<file path="config.mk">
export PLATFORM = sky130hd
export DESIGN_NAME = alu_operand_stage_flat
export DESIGN_NICKNAME = d
export VERILOG_FILES = /design/src/rtl/rv32i_ex_pkg.sv /design/src/rtl/alu_operand_stage_if.sv /design/src/rtl/alu_operand_stage_fwd_mux.sv /design/src/rtl/alu_operand_stage.sv /design/src/flat_wrapper.sv
export SDC_FILE = /design/constraint.sdc
export NUM_CORES = 1
export LEC_CHECK = 0
export BUFFER_PORTS_ARGS = -buffer_cell sky130_fd_sc_hd__buf_4
export CORE_MARGIN = 2
export CORE_UTILIZATION = 40
export CTS_CLUSTER_DIAMETER = 120
export CTS_CLUSTER_SIZE = 40
export DETAILED_ROUTE_END_ITERATION = 7
export PLACE_DENSITY = 0.76
export SLEW_MARGIN = 20
export SYNTH_ARGS = -nofsm -noshare
export SYNTH_HDL_FRONTEND = slang
export SYNTH_SLANG_ARGS = --single-unit
</file>
<file path="constraint.sdc">
create_clock -name clk -period 2.32 [get_ports clk]
set_input_delay 0 -clock clk [delete_from_list [all_inputs] [get_ports clk]]
set_output_delay 0 -clock clk [all_outputs]
set_load 0.02 [all_outputs]
</file>
<file path="src/rtl/rv32i_ex_pkg.sv">
// Shared EX-side types for the ALU operand stage.
// Operand select encodings, default widths and the payload bundle.
package rv32i_ex_pkg;

  localparam int XLEN      = 32;
  localparam int REG_IDX_W = 5;

  localparam logic [1:0] SEL_A_RS1  = 2'b00;
  localparam logic [1:0] SEL_A_PC   = 2'b01;
  localparam logic [1:0] SEL_A_ZERO = 2'b10;

  localparam logic [1:0] SEL_B_RS2  = 2'b00;
  localparam logic [1:0] SEL_B_IMM  = 2'b01;
  localparam logic [1:0] SEL_B_FOUR = 2'b10;

  localparam logic [XLEN-1:0] CONST_FOUR = XLEN'(4);

  typedef enum logic [1:0] {
    ST_EMPTY = 2'b00,
    ST_BUSY  = 2'b01,
    ST_FULL  = 2'b11
  } state_t;

  typedef struct packed {
    logic [XLEN-1:0]      a_op;
    logic [XLEN-1:0]      b_op;
    logic [2:0]           func;
    logic                 sub_sra;
    logic [REG_IDX_W-1:0] rd;
    logic                 rd_we;
  } payload_t;

endpackage

</file>
<file path="src/rtl/alu_operand_stage_if.sv">
// Decode-side and ALU-side signal bundle of the operand stage.
// slave = the stage itself, master = whoever drives and consumes it.
interface alu_operand_stage_if
  import rv32i_ex_pkg::*;
();

  logic                 in_valid;
  logic                 in_ready;
  logic [REG_IDX_W-1:0] rs1_idx;
  logic [REG_IDX_W-1:0] rs2_idx;
  logic [XLEN-1:0]      rs1_val;
  logic [XLEN-1:0]      rs2_val;
  logic [XLEN-1:0]      pc;
  logic [XLEN-1:0]      imm;
  logic [1:0]           sel_a;
  logic [1:0]           sel_b;
  logic [2:0]           func_in;
  logic                 sub_sra_in;
  logic [REG_IDX_W-1:0] rd_in;
  logic                 rd_we_in;
  logic [REG_IDX_W-1:0] fwd_em_rd;
  logic [REG_IDX_W-1:0] fwd_mw_rd;
  logic                 fwd_em_we;
  logic                 fwd_mw_we;
  logic [XLEN-1:0]      fwd_em_val;
  logic [XLEN-1:0]      fwd_mw_val;
  logic                 flush;
  logic                 out_valid;
  logic                 out_ready;
  logic [XLEN-1:0]      a_op;
  logic [XLEN-1:0]      b_op;
  logic [2:0]           func;
  logic                 sub_sra;
  logic [REG_IDX_W-1:0] rd;
  logic                 rd_we;

  modport slave (
    input  in_valid, rs1_idx, rs2_idx, rs1_val, rs2_val,
    input  pc, imm, sel_a, sel_b, func_in, sub_sra_in,
    input  rd_in, rd_we_in, fwd_em_rd, fwd_mw_rd,
    input  fwd_em_we, fwd_mw_we, fwd_em_val, fwd_mw_val,
    input  flush, out_ready,
    output in_ready, out_valid, a_op, b_op,
    output func, sub_sra, rd, rd_we
  );

  modport master (
    output in_valid, rs1_idx, rs2_idx, rs1_val, rs2_val,
    output pc, imm, sel_a, sel_b, func_in, sub_sra_in,
    output rd_in, rd_we_in, fwd_em_rd, fwd_mw_rd,
    output fwd_em_we, fwd_mw_we, fwd_em_val, fwd_mw_val,
    output flush, out_ready,
    input  in_ready, out_valid, a_op, b_op,
    input  func, sub_sra, rd, rd_we
  );

endinterface

</file>
<file path="src/rtl/alu_operand_stage_fwd_mux.sv">
// Per-source forwarding mux (EX/MEM over MEM/WB, x0 never forwarded).
// Forwarding exists only when ALU_OPERAND_FWD_EN is defined.
module operand_fwd_mux
  import rv32i_ex_pkg::*;
#(
  parameter int W  = XLEN,
  parameter int IW = REG_IDX_W
) (
  input  logic [IW-1:0] idx,
  input  logic [W-1:0]  rf_val,
  input  logic [IW-1:0] em_rd,
  input  logic          em_we,
  input  logic [W-1:0]  em_val,
  input  logic [IW-1:0] mw_rd,
  input  logic          mw_we,
  input  logic [W-1:0]  mw_val,
  output logic [W-1:0]  res
);

`ifdef ALU_OPERAND_FWD_EN
  // youngest matching producer wins
  always_comb begin
    res = rf_val;
    if (idx != '0 && em_we && em_rd == idx)
      res = em_val;
    else if (idx != '0 && mw_we && mw_rd == idx)
      res = mw_val;
  end
`else
  logic unused_fwd;
  assign unused_fwd = ^{idx, em_rd, em_we, em_val,
                        mw_rd, mw_we, mw_val};
  assign res = rf_val;
`endif

endmodule

</file>
<file path="src/rtl/alu_operand_stage.sv">
// ID/EX operand stage: resolves ALU operands into a 2-entry skid pair.
// Forwarding muxes are enabled by ALU_OPERAND_FWD_EN.
module alu_operand_stage
  import rv32i_ex_pkg::*;
(
  input  logic               clk,
  input  logic               reset,
  alu_operand_stage_if.slave bus
);

  state_t          state_q, state_d;
  payload_t        main_q, skid_q, in_pl;
  logic            in_ready_q;
  logic            in_fire;
  logic            load_main, load_skid, skid_to_main;
  logic [XLEN-1:0] rs1_res, rs2_res;

  assign in_fire = bus.in_valid & in_ready_q;

  operand_fwd_mux u_fwd_rs1 (
    .idx    (bus.rs1_idx),
    .rf_val (bus.rs1_val),
    .em_rd  (bus.fwd_em_rd),
    .em_we  (bus.fwd_em_we),
    .em_val (bus.fwd_em_val),
    .mw_rd  (bus.fwd_mw_rd),
    .mw_we  (bus.fwd_mw_we),
    .mw_val (bus.fwd_mw_val),
    .res    (rs1_res)
  );

  operand_fwd_mux u_fwd_rs2 (
    .idx    (bus.rs2_idx),
    .rf_val (bus.rs2_val),
    .em_rd  (bus.fwd_em_rd),
    .em_we  (bus.fwd_em_we),
    .em_val (bus.fwd_em_val),
    .mw_rd  (bus.fwd_mw_rd),
    .mw_we  (bus.fwd_mw_we),
    .mw_val (bus.fwd_mw_val),
    .res    (rs2_res)
  );

  // select operand sources after forwarding and pack the payload
  always_comb begin
    in_pl = '0;
    unique case (bus.sel_a)
      SEL_A_RS1: in_pl.a_op = rs1_res;
      SEL_A_PC:  in_pl.a_op = bus.pc;
      default:   in_pl.a_op = '0;
    endcase
    unique case (bus.sel_b)
      SEL_B_RS2:  in_pl.b_op = rs2_res;
      SEL_B_FOUR: in_pl.b_op = CONST_FOUR;
      default:    in_pl.b_op = bus.imm;
    endcase
    in_pl.func    = bus.func_in;
    in_pl.sub_sra = bus.sub_sra_in;
    in_pl.rd      = bus.rd_in;
    in_pl.rd_we   = bus.rd_we_in;
  end

  // occupancy FSM: which register loads and where we go next
  always_comb begin
    state_d      = state_q;
    load_main    = 1'b0;
    load_skid    = 1'b0;
    skid_to_main = 1'b0;
    unique case (state_q)
      ST_EMPTY: begin
        if (in_fire) begin
          state_d   = ST_BUSY;
          load_main = 1'b1;
        end
      end
      ST_BUSY: begin
        if (in_fire && bus.out_ready) begin
          load_main = 1'b1;
        end else if (in_fire) begin
          state_d   = ST_FULL;
          load_skid = 1'b1;
        end else if (bus.out_ready) begin
          state_d = ST_EMPTY;
        end
      end
      ST_FULL: begin
        if (bus.out_ready) begin
          state_d      = ST_BUSY;
          skid_to_main = 1'b1;
        end
      end
      default: state_d = ST_EMPTY;
    endcase
    if (bus.flush) begin
      state_d      = ST_EMPTY;
      load_main    = 1'b0;
      load_skid    = 1'b0;
      skid_to_main = 1'b0;
    end
  end

  // state register and registered upstream ready
  always_ff @(posedge clk) begin
    if (reset) begin
      state_q    <= ST_EMPTY;
      in_ready_q <= 1'b1;
    end else begin
      state_q    <= state_d;
      in_ready_q <= (state_d != ST_FULL);
    end
  end

  // payload registers load only on acceptance or skid drain
  always_ff @(posedge clk) begin
    if (reset) begin
      main_q <= '0;
      skid_q <= '0;
    end else begin
      if (load_main)
        main_q <= in_pl;
      else if (skid_to_main)
        main_q <= skid_q;
      if (bus.flush)
        main_q.rd_we <= 1'b0;
      if (load_skid)
        skid_q <= in_pl;
    end
  end

  assign bus.in_ready  = in_ready_q;
  assign bus.out_valid = (state_q != ST_EMPTY);
  assign bus.a_op      = main_q.a_op;
  assign bus.b_op      = main_q.b_op;
  assign bus.func      = main_q.func;
  assign bus.sub_sra   = main_q.sub_sra;
  assign bus.rd        = main_q.rd;
  assign bus.rd_we     = main_q.rd_we;

endmodule
</file>
<file path="src/flat_wrapper.sv">
// flat-port wrapper written by rule: the top's interface ports become plain ports
module alu_operand_stage_flat import rv32i_ex_pkg::*;
  (clk, reset, bus_in_valid, bus_rs1_idx, bus_rs2_idx, bus_rs1_val, bus_rs2_val, bus_pc, bus_imm, bus_sel_a, bus_sel_b, bus_func_in, bus_sub_sra_in, bus_rd_in, bus_rd_we_in, bus_fwd_em_rd, bus_fwd_mw_rd, bus_fwd_em_we, bus_fwd_mw_we, bus_fwd_em_val, bus_fwd_mw_val, bus_flush, bus_out_ready, bus_in_ready, bus_out_valid, bus_a_op, bus_b_op, bus_func, bus_sub_sra, bus_rd, bus_rd_we);
  alu_operand_stage_if bus_i ();
  input  logic clk;
  input  logic reset;
  input wire logic [$bits(bus_i.in_valid)-1:0] bus_in_valid;
  input wire logic [$bits(bus_i.rs1_idx)-1:0] bus_rs1_idx;
  input wire logic [$bits(bus_i.rs2_idx)-1:0] bus_rs2_idx;
  input wire logic [$bits(bus_i.rs1_val)-1:0] bus_rs1_val;
  input wire logic [$bits(bus_i.rs2_val)-1:0] bus_rs2_val;
  input wire logic [$bits(bus_i.pc)-1:0] bus_pc;
  input wire logic [$bits(bus_i.imm)-1:0] bus_imm;
  input wire logic [$bits(bus_i.sel_a)-1:0] bus_sel_a;
  input wire logic [$bits(bus_i.sel_b)-1:0] bus_sel_b;
  input wire logic [$bits(bus_i.func_in)-1:0] bus_func_in;
  input wire logic [$bits(bus_i.sub_sra_in)-1:0] bus_sub_sra_in;
  input wire logic [$bits(bus_i.rd_in)-1:0] bus_rd_in;
  input wire logic [$bits(bus_i.rd_we_in)-1:0] bus_rd_we_in;
  input wire logic [$bits(bus_i.fwd_em_rd)-1:0] bus_fwd_em_rd;
  input wire logic [$bits(bus_i.fwd_mw_rd)-1:0] bus_fwd_mw_rd;
  input wire logic [$bits(bus_i.fwd_em_we)-1:0] bus_fwd_em_we;
  input wire logic [$bits(bus_i.fwd_mw_we)-1:0] bus_fwd_mw_we;
  input wire logic [$bits(bus_i.fwd_em_val)-1:0] bus_fwd_em_val;
  input wire logic [$bits(bus_i.fwd_mw_val)-1:0] bus_fwd_mw_val;
  input wire logic [$bits(bus_i.flush)-1:0] bus_flush;
  input wire logic [$bits(bus_i.out_ready)-1:0] bus_out_ready;
  output wire logic [$bits(bus_i.in_ready)-1:0] bus_in_ready;
  output wire logic [$bits(bus_i.out_valid)-1:0] bus_out_valid;
  output wire logic [$bits(bus_i.a_op)-1:0] bus_a_op;
  output wire logic [$bits(bus_i.b_op)-1:0] bus_b_op;
  output wire logic [$bits(bus_i.func)-1:0] bus_func;
  output wire logic [$bits(bus_i.sub_sra)-1:0] bus_sub_sra;
  output wire logic [$bits(bus_i.rd)-1:0] bus_rd;
  output wire logic [$bits(bus_i.rd_we)-1:0] bus_rd_we;
  assign bus_i.in_valid = bus_in_valid;
  assign bus_i.rs1_idx = bus_rs1_idx;
  assign bus_i.rs2_idx = bus_rs2_idx;
  assign bus_i.rs1_val = bus_rs1_val;
  assign bus_i.rs2_val = bus_rs2_val;
  assign bus_i.pc = bus_pc;
  assign bus_i.imm = bus_imm;
  assign bus_i.sel_a = bus_sel_a;
  assign bus_i.sel_b = bus_sel_b;
  assign bus_i.func_in = bus_func_in;
  assign bus_i.sub_sra_in = bus_sub_sra_in;
  assign bus_i.rd_in = bus_rd_in;
  assign bus_i.rd_we_in = bus_rd_we_in;
  assign bus_i.fwd_em_rd = bus_fwd_em_rd;
  assign bus_i.fwd_mw_rd = bus_fwd_mw_rd;
  assign bus_i.fwd_em_we = bus_fwd_em_we;
  assign bus_i.fwd_mw_we = bus_fwd_mw_we;
  assign bus_i.fwd_em_val = bus_fwd_em_val;
  assign bus_i.fwd_mw_val = bus_fwd_mw_val;
  assign bus_i.flush = bus_flush;
  assign bus_i.out_ready = bus_out_ready;
  assign bus_in_ready = bus_i.in_ready;
  assign bus_out_valid = bus_i.out_valid;
  assign bus_a_op = bus_i.a_op;
  assign bus_b_op = bus_i.b_op;
  assign bus_func = bus_i.func;
  assign bus_sub_sra = bus_i.sub_sra;
  assign bus_rd = bus_i.rd;
  assign bus_rd_we = bus_i.rd_we;
  alu_operand_stage u_core (.clk(clk), .reset(reset), .bus(bus_i));
endmodule
</file>
Yosys cells after proc, flatten, opt, wreduce, memory -nomap -nowiden
Cells that the tools add are included.
Word-level totals
  register bits: 151
  latch bits: 0
  RAM bits: 0
  bits in read-only memories: 0
  input bits: 233
  output and inout bits: 76
  word-level logic and storage cells: 48
  memories: 0
Operators by class
  $add $sub $neg: 0
  multipliers: 0
  div/mod/pow operators: 0
  order comparisons: 0
  eq/ne operators: 5
  shifts and indexed selects: 0
  multiplexer cells: 21
  bitwise logic cells: 1
  reductions and logical operators: 7
Operators by type and width (number)
  2-to-1 mux 74 bit: 2
  one-hot mux 32 bit (2 select lines): 2
  2-to-1 mux 2 bit: 6
  2-to-1 mux 1 bit: 9
  zero test 2 bit: 3
  one-hot mux 2 bit (3 select lines): 1
  == test 2 x 1 -> 1 bit, second input constant: 2
  == test 2 bit, second input constant: 2
  nonzero test 2 bit: 2
  != test 2 bit, second input constant: 1
  one-hot mux 1 bit (2 select lines): 1
  OR reduction 2 bit: 1
  AND 1 bit: 1
  logical AND 1 bit: 1

Logic depth before layout (Yosys ltp)
  word-level depth: 6
  gate-level depth with buffers: 6
  mapped depth without buffers: 3

By module
Synthesis repeated with hierarchy kept, for this count alone.
Second synthesis, totals
  cell total of the unflattened synthesis: 901
  area, all modules: 7447.1 um^2
By module, submodules not included
  alu_operand_stage: instances 1, cells each 837, area each 6966.7 um^2
  operand_fwd_mux: instances 2, cells each 32, area each 240.2 um^2

Least setup slack after synthesis
Ideal clock, no wire load.
  kind: register to register
  start: reg u_core.in_ready_q, in the netlist u_core.bus.in_ready
  end: reg u_core.main_q, in the netlist u_core.bus.a_op[25]
  library setup time: 142 ps
  data arrival time: 1376 ps
  required time: 2178 ps
  slack: 802 ps
  cell stages (with the launch flop): 6
  path buffers: 2
  period minus slack after synthesis: 1518 ps
  path through: dfxtp_1 nand3b_4 buf_4 buf_2 a2111oi_0 a311oi_1
Between the ends
  cells in the longest elaborated chain, start to end: 6
  elaborated cells on any way between the ends: 8
  those cells by class: 5 x mux; 1 x bitwise; 2 x reduce/logical
Ends and longest elaborated chain
  start: declaration: line alu_operand_stage.sv:13  | logic in_ready_q;
  start signal: assignment: line alu_operand_stage.sv:109  | in_ready_q <= (state_d != ST_FULL);
  AND 1 bit *: line alu_operand_stage.sv:18  | assign in_fire = bus.in_valid & in_ready_q;
  logical AND 1 bit: line alu_operand_stage.sv:77  | if (in_fire && bus.out_ready) begin
  2-to-1 mux 1 bit: line alu_operand_stage.sv:77
  one-hot mux 1 bit (2 select lines) *: line alu_operand_stage.sv:69  | unique case (state_q)
  2-to-1 mux 1 bit *: line alu_operand_stage.sv:94  | if (bus.flush) begin
  2-to-1 mux 74 bit / nonzero test 2 bit (equally long branches)
  end signal: assignment: line alu_operand_stage.sv:120  | main_q <= in_pl;
  end signal: assignment: line alu_operand_stage.sv:122  | main_q <= skid_q;
  end: declaration: line alu_operand_stage.sv:12  | payload_t main_q, skid_q, in_pl;
Mark *: on every way between the ends. The rest lies on a longest branch, timed or not.
A chain may end at the register's enable or synchronous reset.

Worst setup path in the final report
  start: reg u_core.state_q[1]
  end: reg u_core.state_q[0]
Between the ends
  cells in the longest elaborated chain, start to end: 3
  elaborated cells on any way between the ends: 5
  those cells by class: 2 x eq/ne; 2 x mux; 1 x reduce/logical
Ends and longest elaborated chain
  start: declaration: line alu_operand_stage.sv:11  | state_t state_q, state_d;
  start signal: assignment: line alu_operand_stage.sv:108  | state_q <= state_d;
  == test 2 bit (tied with other cells): line alu_operand_stage.sv:69
  one-hot mux 2 bit (3 select lines) *: line alu_operand_stage.sv:69
  2-to-1 mux 2 bit *: line alu_operand_stage.sv:94
Marked as above.

==> impl_metrics.toml <==
[run_status]
status = "complete, no violations"

[power]
combPwrFrac = 0.171
p_per_area_mw_per_mm2 = 649
intPower_uw = 4750
switching_share = 0.268
power_frac_seq = 0.423
clkPwrFrac = 0.405
ir_drop_mv = 0.519
finalPower_uw = 6490
power_leakage_uw = 0.00368
p_sw_uw = 1740

[routing]
vias_per_cell = 6.04
drt-wirelength-per-cell_um = 18.9
dr_wl_met3_mm = 1.76
drtIter0Drc = 703
routed-wl-met2_mm = 11.3
wl_mm = 23.5
drtPass1Iterations = 5
vias = 7499
wl_met1_mm = 10.1
drc = 0
antenna_left = 0
top_layer_used = "met4"

[setup_path]
r2r_slack_ns = 0.35
cp-start-kind = "flip-flop"
worst_setup_path_end_kind = "flip-flop"
worstPathRequired_ns = 2.69
r2r_end = "u_core.state_q[0]"
cp_max_fo = 38
reg2reg_depth = 5
worstSetupPathType = "reg -> reg"
reg2reg_from = "u_core.state_q[1]"
crit_arrival_ns = 2.34

[worst_hold_path]
hold_class = "in -> reg"
holdPathEnd = "u_core.bus.b_op[30]"
hold_depth = 3
hp-start = "bus_imm[30]"

[synthesis]
synth_edf_count = 0
synth_seq_cells = 151
syn_nets = 1038
synthTopCellsByArea = "dfxtp_1 41%, mux2_4 6.1%, nand2_1 5.8%, a21oi_1 5.1%, a311oi_1 5.0%"
ys_seq_area_frac = 0.407
async_flop_share = 0
synth_cell_types = 43
synth_top_cell_area_share = 0.407
netlist_instances = 805
synth_area_mm2 = 0.00743
synthFlopType = "dfxtp_1"
synth_area_per_cell_um2 = 9.23
synth_warnings = 0
synth_top_cell_by_area = "dfxtp_1"

[global_routing]
grt_start_max_net_pins = 88
first_global_vias = 6968
grt_pass1_wl_mm = 36.8
grt_overflow = 0
grt.total_usage = 0.231
grt_antenna_before_repair = 0

[finish]
diodes = 0
syn_to_final_growth_pct = 34.6
fillCellCount = 1609
finish.net_count = 1232
final_common_cell = "buf_4"
final_layout_size_suffix_gt1_frac = 0.336
post-route-util = 0.553
layout.cells.most_common_list = "241 x buf_4, 151 x dfxtp_1, 115 x nand2_1"

[sta]
setup_ws_ns = 0.348
slew_headroom = 0.396
fin_worst_skew_ns = 0.00859
finalSetupTns_ns = 0
finalCritPeriodShare = 0.850
rsz0062_at_grt = "false"
drv_slew = 0
finalSetupViolCount = 0
hold_violations = 0
fin_crit_ns = 1.97
fmax_ghz = 0.507
worstMarginPinSlew_ns = 0.906
holdWs_ns = 0.0116

[cts]
clk_latency_ns = 0.43
ctsResizeCount = 0
cts-root-buf = "clkbuf_16"
clkSlewWorstSetupHoldPaths_ns = 0.06
cts_tree = "yes"
cts_buffers = 17
cts_hold_buf = 39
cts.sinks = 151
htreeDepth = 4
cts_buffer_depth = 2
cts_setup_buffers = 0

[place]
port_buffers = 222
dp_hpwl_mm = 14.1
dp_slack_ns = 0.384
gp_congestion = 0.771

[floorplan]
die-area_mm2 = 0.0197
die_h_um = 140
coreArea_mm2 = 0.0181
die_w_um = 140
core.rowCount = 49
initial_core_util = 0.411
ios = 309

[flow_run]
max_cap_viol_count = 0
==> how the worst max path moves through the flow <==
stage	startpoint	end	slack (ns)	depth (start not counted)
floorplan	u_core.bus.in_ready	u_core.bus.a_op[25]	0.80	5
global placement	u_core.state_q[1]	u_core.bus.b_op[15]	0.18	4
detailed placement	u_core.state_q[1]	u_core.skid_q[27]	0.38	5
CTS	u_core.state_q[1]	u_core.state_q[0]	0.37	5
global route	u_core.state_q[1]	u_core.skid_q[30]	0.21	5
finish	u_core.state_q[1]	u_core.state_q[0]	0.35	5
==> layer usage <==
metal | vias to the layer above | track usage
li1 | 3532 | -
met1 | 3586 | 0.305
met2 | 353 | 0.381
met3 | 28 | 0.0462
met4 | 0 | 0.0712
met5 | - | 0
==> through the flow <==
step | instances | area [um2]
finish | 1241 | 10000
global route | 1241 | 10000
CTS | 1241 | 10000
detailed placement | 1170 | 9050
global placement | 1169 | 9030
floorplan | 805 | 7430
==> registers in the layout, summed over array words and instances (netlist names) <==
name,flops
u_core.bus.a_op,32
u_core.bus.b_op,32
u_core.bus.func,3
u_core.bus.in_ready,1
u_core.bus.rd,5
u_core.bus.rd_we,1
u_core.bus.sub_sra,1
u_core.skid_q,74
u_core.state_q,2
==> final cells by class <==
type,instances,area [um2],share of cell area
repair buffers,286,2310,0.232
clock inverters,12,104,0.0104
multi-input cells,540,3800,0.380
well taps,229,287,0.0287
flip-flops and latches,151,3020,0.302
inverters,3,11.3,0.00113
clock buffers,20,457,0.0457
==> power by group through the flow <==
stage / sequential [uW] / combinational, uW / clock, uW
floorplan: 2900 / 492 / 0
global placement: 2800 / 1040 / 0
detailed placement: 2800 / 1050 / 0
CTS: 2750 / 1110 / 2670
global route: 2760 / 1190 / 2770
finish: 2750 / 1110 / 2630
==> cell families after synthesis <==
group           after synthesis  share of synthesized area
flops                       151                      0.407
compound gates              320                      0.321
buf+inv                     114                     0.0852
mux                          32                     0.0637
simple gates                188                      0.123
==> critical path, cell delays in order, from the launching register on <==
cell and delay (ns):
dfxtp_1 0.36, and3b_4 0.35, buf_4 0.43, a21oi_1 0.07
nor3_1 0.14, dlygate4sd3_1 0.56
==> cell usage after synthesis (all sizes together), types with 31 or more instances <==
cell type,n
mux2,32
a32oi,31
a22oi,31
dfxtp,151
a311oi,42
a2111oi,33
clkbuf,45
a21oi,76
nand4,33
nand2,115
a211oi,32
a221oi,31
buf,66
o21ai,44
Power figures use the tool's default switching activity.
